### config.mk
export PLATFORM = sky130hd
export DESIGN_NAME = even_parity_tx
export DESIGN_NICKNAME = d
export VERILOG_FILES = /design/src/rtl/even_parity_pkg.sv /design/src/rtl/even_parity_tx_piso_shift.sv /design/src/rtl/even_parity_tx.sv
export SDC_FILE = /design/constraint.sdc
export NUM_CORES = 1
export LEC_CHECK = 0
export BUFFER_PORTS_ARGS = -buffer_cell sky130_fd_sc_hd__buf_4
export CORE_MARGIN = 2
export CORE_UTILIZATION = 40
export CTS_BUF_LIST = sky130_fd_sc_hd__clkbuf_8
export CTS_CLUSTER_DIAMETER = 150
export CTS_CLUSTER_SIZE = 25
export DETAILED_ROUTE_END_ITERATION = 8
export SYNTH_ARGS = -nofsm -noshare
export SYNTH_HDL_FRONTEND = slang
export SYNTH_SLANG_ARGS = --single-unit
### constraint.sdc
create_clock -name clk -period 1.76 [get_ports clk]
set_input_delay 0.088 -clock clk [delete_from_list [all_inputs] [get_ports clk]]
set_output_delay 0.088 -clock clk [all_outputs]
set_load 0.01 [all_outputs]
### src/rtl/even_parity_pkg.sv
// even_parity_pkg -- shared types and constants for the even-parity serial
// transmitter. Configuration macro: EVEN_PARITY_TX_START_BIT_EN (when
// defined, every frame is preceded by a single start bit and the START
// state is part of the state enumeration).
package even_parity_pkg;

  // Payload width used when the parent does not override DATA_W.
  localparam int DEFAULT_DATA_W = 8;

  // Level driven on the serial line during the START cycle.
  localparam logic START_BIT_VAL = 1'b0;

`ifdef EVEN_PARITY_TX_START_BIT_EN
  // Transmitter states; each state names what is currently on the line.
  typedef enum logic [1:0] {
    ST_IDLE   = 2'd0,
    ST_START  = 2'd1,
    ST_DATA   = 2'd2,
    ST_PARITY = 2'd3
  } tx_state_e;

  // Number of line cycles a single frame occupies.
  function automatic int frame_len(input int data_w);
    return data_w + 2;
  endfunction
`else
  // Transmitter states; each state names what is currently on the line.
  typedef enum logic [1:0] {
    ST_IDLE   = 2'd0,
    ST_DATA   = 2'd2,
    ST_PARITY = 2'd3
  } tx_state_e;

  // Number of line cycles a single frame occupies.
  function automatic int frame_len(input int data_w);
    return data_w + 1;
  endfunction
`endif

endpackage : even_parity_pkg

### src/rtl/even_parity_tx_piso_shift.sv
// piso_shift -- parallel-in / serial-out shift register with an LSB tap.
// Load takes priority over shift; shifting moves toward bit 0 and fills the
// MSB with zero, so the tap presents successive bits LSB first.
module piso_shift #(
  parameter int W = 8
) (
  input  logic         clk,
  input  logic         rst,
  input  logic         load_i,
  input  logic         shift_i,
  input  logic [W-1:0] din_i,
  output logic         lsb_o
);

  logic [W-1:0] sr_q;
  logic [W-1:0] sr_d;

  // Next-state: load a fresh word, shift one place, or hold.
  always_comb begin
    sr_d = sr_q;
    if (load_i) begin
      sr_d = din_i;
    end else if (shift_i) begin
      sr_d = {1'b0, sr_q[W-1:1]};
    end
  end

  // Register with asynchronous active-low clear.
  always_ff @(posedge clk or negedge rst) begin
    if (!rst) begin
      sr_q <= '0;
    end else begin
      sr_q <= sr_d;
    end
  end

  assign lsb_o = sr_q[0];

endmodule : piso_shift

### src/rtl/even_parity_tx.sv
// even_parity_tx -- serialises DATA_W-bit words LSB first, followed by an
// even-parity bit. Configuration macro: EVEN_PARITY_TX_START_BIT_EN (adds a
// one-cycle start bit ahead of the data bits).
//
// The serial output is a flop. The shift register therefore always runs one
// bit ahead of the line: while bit k is on x, its LSB tap holds bit k+1, so
// the next line value is available without extra muxing.
module even_parity_tx
  import even_parity_pkg::*;
#(
  parameter int DATA_W = DEFAULT_DATA_W
) (
  input  logic              clk,
  input  logic              rst,
  input  logic [DATA_W-1:0] data_in,
  input  logic              valid_in,
  output logic              ready_out,
  output logic              x,
  output logic              frame,
  output logic              done
);

  localparam int CNT_W = $clog2(DATA_W);
  localparam logic [CNT_W-1:0] LAST_BIT = CNT_W'(DATA_W - 1);

  tx_state_e        state_q;
  tx_state_e        state_d;
  logic [CNT_W-1:0] cnt_q;
  logic [CNT_W-1:0] cnt_d;
  logic             par_q;
  logic             par_d;
  logic             x_q;
  logic             x_d;

  logic              accept;
  logic              sr_load;
  logic              sr_shift;
  logic              sr_lsb;
  logic [DATA_W-1:0] sr_load_val;

  assign accept = valid_in & ready_out;

`ifdef EVEN_PARITY_TX_START_BIT_EN
  // The START cycle performs the first shift, so load the whole word.
  assign sr_load_val = data_in;
`else
  // Bit 0 goes straight to the line on accept; keep the rest one ahead.
  assign sr_load_val = data_in >> 1;
`endif

  piso_shift #(
    .W (DATA_W)
  ) u_piso (
    .clk     (clk),
    .rst     (rst),
    .load_i  (sr_load),
    .shift_i (sr_shift),
    .din_i   (sr_load_val),
    .lsb_o   (sr_lsb)
  );

  // Next-state, next line bit, counter and parity accumulator.
  always_comb begin
    state_d  = state_q;
    cnt_d    = cnt_q;
    par_d    = par_q;
    x_d      = 1'b0;
    sr_load  = 1'b0;
    sr_shift = 1'b0;

    case (state_q)
      ST_IDLE, ST_PARITY: begin
        if (accept) begin
          sr_load = 1'b1;
          cnt_d   = '0;
          par_d   = 1'b0;
`ifdef EVEN_PARITY_TX_START_BIT_EN
          state_d = ST_START;
          x_d     = START_BIT_VAL;
`else
          state_d = ST_DATA;
          x_d     = data_in[0];
`endif
        end else begin
          state_d = ST_IDLE;
        end
      end

`ifdef EVEN_PARITY_TX_START_BIT_EN
      ST_START: begin
        sr_shift = 1'b1;
        x_d      = sr_lsb;
        state_d  = ST_DATA;
      end
`endif

      ST_DATA: begin
        // Fold the bit currently on the line into the running parity.
        par_d = par_q ^ x_q;
        if (cnt_q == LAST_BIT) begin
          state_d = ST_PARITY;
          x_d     = par_q ^ x_q;
        end else begin
          sr_shift = 1'b1;
          x_d      = sr_lsb;
          cnt_d    = cnt_q + CNT_W'(1);
        end
      end

      default: begin
        state_d = ST_IDLE;
      end
    endcase
  end

  // State, counter, parity and line registers with asynchronous clear.
  always_ff @(posedge clk or negedge rst) begin
    if (!rst) begin
      state_q <= ST_IDLE;
      cnt_q   <= '0;
      par_q   <= 1'b0;
      x_q     <= 1'b0;
    end else begin
      state_q <= state_d;
      cnt_q   <= cnt_d;
      par_q   <= par_d;
      x_q     <= x_d;
    end
  end

  // Status outputs decode the registered state only.
  assign ready_out = (state_q == ST_IDLE) || (state_q == ST_PARITY);
  assign frame     = (state_q != ST_IDLE);
  assign done      = (state_q == ST_PARITY);
  assign x         = x_q;

endmodule : even_parity_tx

Word-level counts from Yosys, hierarchy flattened
Cells that the tools add are included.
{ "totals": {"reg_bits": 15, "inputBits": 11, "out_inout_bits": 4} }
{ "op_classes": {"n_addsub": 1, "eq_ne": 6, "n_mux": 17, "bitwise": 2, "reduce_logical": 8} }
{ "op_table": {"columns": ["operator", "count"], "rows": [
  ["$mux 8", 2],
  ["$mux 1", 7],
  ["$mux 3", 2],
  ["$ne 2x2->1 const B", 3],
  ["$pmux 3 s2", 1],
  ["$reduce_bool 2->1", 3],
  ["$eq 2x2->1 const B", 2],
  ["$mux 2", 2],
  ["$pmux 1 s2", 2],
  ["$pmux 2 s2", 1],
  ["$add 3x1->3 const B", 1],
  ["$eq 3x3->1 const B", 1],
  ["$reduce_and 3->1", 1],
  ["$logic_not 2->1", 1],
  ["$reduce_and 2->1", 1],
  ["$reduce_or 2->1", 1],
  ["$and 1x1->1", 1],
  ["$logic_or 1x1->1", 1],
  ["$xor 1x1->1", 1]
]} }

Depth between registers and ports, before layout
{ "logic_depth": {"depth_word": 6, "mapped_depth": 7} }

Hierarchy
Synthesis repeated with hierarchy kept, for this count alone.
{ "hier_totals": {"cells_unflattened": 84, "area_unflattened_um2": 850.8} }
{ "modules_own_cells": {"columns": ["module", "instances", "cells_each", "area_each_um2", "seq_area_each_um2"], "rows": [
  ["even_parity_tx", 1, 50, 481.7, 175.2],
  ["piso_shift", 1, 34, 369.1, 200.2]
]} }

Least setup slack after synthesis
Ideal clock, no wire load.
{ "synth_path": {"kind": "reg2reg", "from": "register cnt_q[0]", "to": "register u_piso.sr_q[0]", "setup_time_ps": 121, "arrival_time_ps": 1341, "path_slack_ps": 298, "path_stages_with_launch": 7, "cell_sequence": "dfrtp_1 > ha_1 > ha_1 > nor2b_2 > buf_6 > mux2i_1 > o21ai_1"} }
{ "synth_via": {"elab_chain_cells": 4} }
{ "synth_lines": {"columns": ["element", "line_no", "rtl"], "rows": [
  ["start, declared", "even_parity_tx.sv:28", "logic [CNT_W-1:0] cnt_q;"],
  ["start signal, assigned", "even_parity_tx.sv:125", "cnt_q <= cnt_d;"],
  ["$eq 3x3->1", "even_parity_tx.sv:100", "if (cnt_q == LAST_BIT) begin"],
  ["$mux 1", "even_parity_tx.sv:100", null],
  ["$mux 1", "even_parity_tx.sv:71", "case (state_q)"],
  ["$reduce_bool 2->1 (no line)", null, null],
  ["end signal, assigned", "even_parity_tx_piso_shift.sv:33", "sr_q <= sr_d;"],
  ["end, declared", "even_parity_tx_piso_shift.sv:15", "logic [W-1:0] sr_q;"]
]} }
No other way between the ends.
A chain may end at the register's enable or synchronous reset.

Final worst setup path
{ "layout_path": {"from": "register state_q[0]", "to": "register u_piso.sr_q[5]"} }
{ "layout_via": {"elab_chain_cells": 6} }
{ "layout_lines": {"columns": ["element", "line_no", "rtl"], "rows": [
  ["start, declared", "even_parity_tx.sv:26", "tx_state_e state_q;"],
  ["start signal, assigned", "even_parity_tx.sv:124", "state_q <= state_d;"],
  ["$eq 2x2->1 or $logic_not 2->1 (tied branches)", "even_parity_tx.sv:71, even_parity_tx.sv:132", null],
  ["$logic_or 1x1->1", "even_parity_tx.sv:132", "assign ready_out = (state_q == ST_IDLE) || (state_q == ST_PARITY);"],
  ["$and 1x1->1", "even_parity_tx.sv:41", "assign accept = valid_in & ready_out;"],
  ["$mux 1", "even_parity_tx.sv:73", "if (accept) begin"],
  ["$mux 1", "even_parity_tx.sv:71", null],
  ["$mux 8 or $reduce_bool 2->1 (tied branches)", null, null]
]} }
Parallel ways exist; a longest one is shown, timed or not.

==> run metrics <==
status finished, final reports clean; CP Capture Type flop; power density cells 1490 mW/mm2; remaining antenna violation count 0; CP max FO 9; total negative setup slack 0 ps; RSZ-0062 raised after global routing no; Worst Setup SP state_q[0]$_DFFE_PN0P_; Worst-Margin Slew around 290 ps; # fillers 205; CTS Root Cell clkbuf_8; Slew HR 0.804; share of cells above drive strength 1 0.252; area of the multi-input gates approximately 420 um2; Post-Synthesis Cells 83; post-CTS setup buffers 0; synth warn 0; CTS Buf Count 3; DRC 0; syn_nets 100; chip height 49.5 um; routed len/inst approximately 12 um; Tcrit/Tclk final 0.894; post-cts resize count 0; critical path endpoint u_piso.sr_q[5]$_DFFE_PN0P_; clock skew 1.93 ps; grt total ovfl 0; worst-skew pair later-pin latency 240 ps; first-pass GRT wire length between 2 and 3 mm; Post-CTS Hold Fix Bufs 1; Routed WL approximately 1.5 mm; Overall Global Routing Usage 0.143; maximum buffer depth of the clock tree 2; leakage power 0.516 nW; Reg2Reg Setup Slack 190 ps; hpwl dp between 1 and 1.5 mm; critical path depth 6; total die area 0.00245 mm2; CTS clk-pin slew, worst paths 60 ps; Buffers & Inverters on Critical Path 2; Arr. time, crit path 1700 ps; Reg-to-Reg Start state_q[0]$_DFFE_PN0P_; Initial Util 0.422; Final Hold Violating Endpoints 0; Synth Cell Area slightly above 800 um2; Diodes inserted 0; Slowest-stage cell, CP dfrtp_1; Ports 15; vias per cell 4.89; Cell Chain, Critical Path inv_1 > ha_1 > nor2b_2 > buf_12 > mux2i_1 > o21ai_1; pin count of the biggest net entering global routing 15; area grow syn2layout 26.1%; FF-to-FF End u_piso.sr_q[5]$_DFFE_PN0P_; sequential cell area 350 um2; sequential area share after synthesis 0.423; Clock Sink Count 14; max_cap viols 0; Peak VDD IR 861 uV; Final Critical Period 1570 ps; H-tree depth 1; Final nets roughly 120; CTS tree done; worst min-delay path class input pin to flop; final setup fails 0; number of global-route vias before repair 634; final core occ 0.533; drt pass-1 iters 4; # rows 16; Crit Path Category flop to flop; fin. max-slew vios 0; hold_ws approximately 55 ps; PortBufs 14; Crit path required time 1890 ps; Core Area roughly 0.002 mm2; antenna violations before repair 0; Die X-Extent 49.5 um; DR vias between 600 and 700; Avg Synthesized Cell Area 9.98 um2; number of synthesized register bits 14; detailed router's first-iteration violation count 9; CP delay by family, top flip-flops; Fmax 0.635 GHz; CP Launch Type flop; routability cong. 0.746; CP max stage delay 400 ps; Synth cell types 28; FF-to-FF path depth 6
Yosys cell counts:
library cell,instances,area (um2)
nand2b_1,1,6.26
a21oi_1,3,15.0
buf_4,2,15.0
o21ai_1,9,45.0
nand3_1,3,15.0
a32oi_1,1,8.76
o21ai_0,1,5.00
nand2_1,7,26.3
a2bb2oi_1,1,8.76
inv_2,2,7.51
a22o_1,2,17.5
and2b_1,1,7.51
inv_1,4,15.0
o311ai_1,1,8.76
nor2_1,4,15.0
ha_1,6,75.1
buf_6,2,22.5
mux2i_1,8,80.1
and3b_1,1,8.76
dfrtp_1,14,350
a22oi_1,1,7.51
o211ai_1,1,7.51
xor2_1,1,8.76
nand4b_1,1,8.76
nor2b_2,1,8.76
or3b_1,1,8.76
nor2b_1,3,18.8
or3_1,1,6.26
placed cells by master (no fill, tap or decap), drive strengths merged, types with 3 or more instances in the layout:
master / instances
a21oi: 3
buf: 19
clkbuf: 4
dfrtp: 14
ha: 6
inv: 6
mux2i: 8
nand2: 7
nand3: 3
nor2: 4
nor2b: 4
o21ai: 10
where the power goes:
part	internal [W]	switching, W	total (W)
logic	0.000364	0.000326	0.000690
clock network	0.000198	0.000114	0.000312
registers	0.000454	0.000102	0.000556
total	0.00102	0.000541	0.00156
state kept, by name (all words and copies together), names as in the netlist:
register and count:
par_q 1, state_q 2, u_piso.sr_q 7, x 1, cnt_q 3
per-layer routing:
metal  up-vias  share of wire  GRT usage
met4         0         0.0066     0.0556
li1        330              -          -
met2         9           0.43      0.209
met5         -              0          0
met1       295           0.53      0.208
met3         2          0.029     0.0273
worst register-to-register path: cells and delay by family (launching register included):
family | cells | cell delay [ps]
buf+inv | 2 | 240
flops | 1 | 400
compound gates | 1 | 70
fa+ha+maj | 1 | 310
mux | 1 | 190
simple gates | 1 | 240
final cells by class:
class,instances,share of cell area
clock buffer,4,0.0527
inverter,6,0.0216
multi-input combinational,59,0.400
sequential,14,0.335
tap,27,0.0323
timing repair buffer,20,0.158
how the worst min path moves through the flow:
stage	startpoint	endpoint	slack, ps	cells past startpoint
floorplan	rst	cnt_q[0]$_DFFE_PN0P_	-210	0
global placement	rst	cnt_q[1]$_DFFE_PN0P_	-50	1
detailed placement	rst	cnt_q[0]$_DFFE_PN0P_	-50	1
CTS	data_in[4]	u_piso.sr_q[3]$_DFFE_PN0P_	50	3
global route	data_in[2]	u_piso.sr_q[1]$_DFFE_PN0P_	60	3
finish	data_in[4]	u_piso.sr_q[3]$_DFFE_PN0P_	50	3
cells by family after synthesis:
logic type,count (synthesis),share of synthesized area
AOI/OAI and AO/OA,20,0.150
xor gates and xnor gates,1,0.0106
adders and majority gates,6,0.0906
buffers and inverters,10,0.0725
DFF,14,0.423
muxes,8,0.0967
and+or+nand+nor,24,0.157
through the flow:
stage | instances | worst slack [ps] | power (W) | instance area, um2
6_report | 130 | 186 | 0.00156 | 1040
5_1_grt | 130 | 0.0919 | 0.00171 | 1040
4_1_cts | 130 | 184 | 0.00157 | 1040
3_5_place_dp | 125 | 200 | 0.00125 | 980
3_3_place_gp | 125 | 231 | 0.00124 | 980
2_1_floorplan | 83 | 298 | 0.00106 | 828
Power figures use the tool's default switching activity.
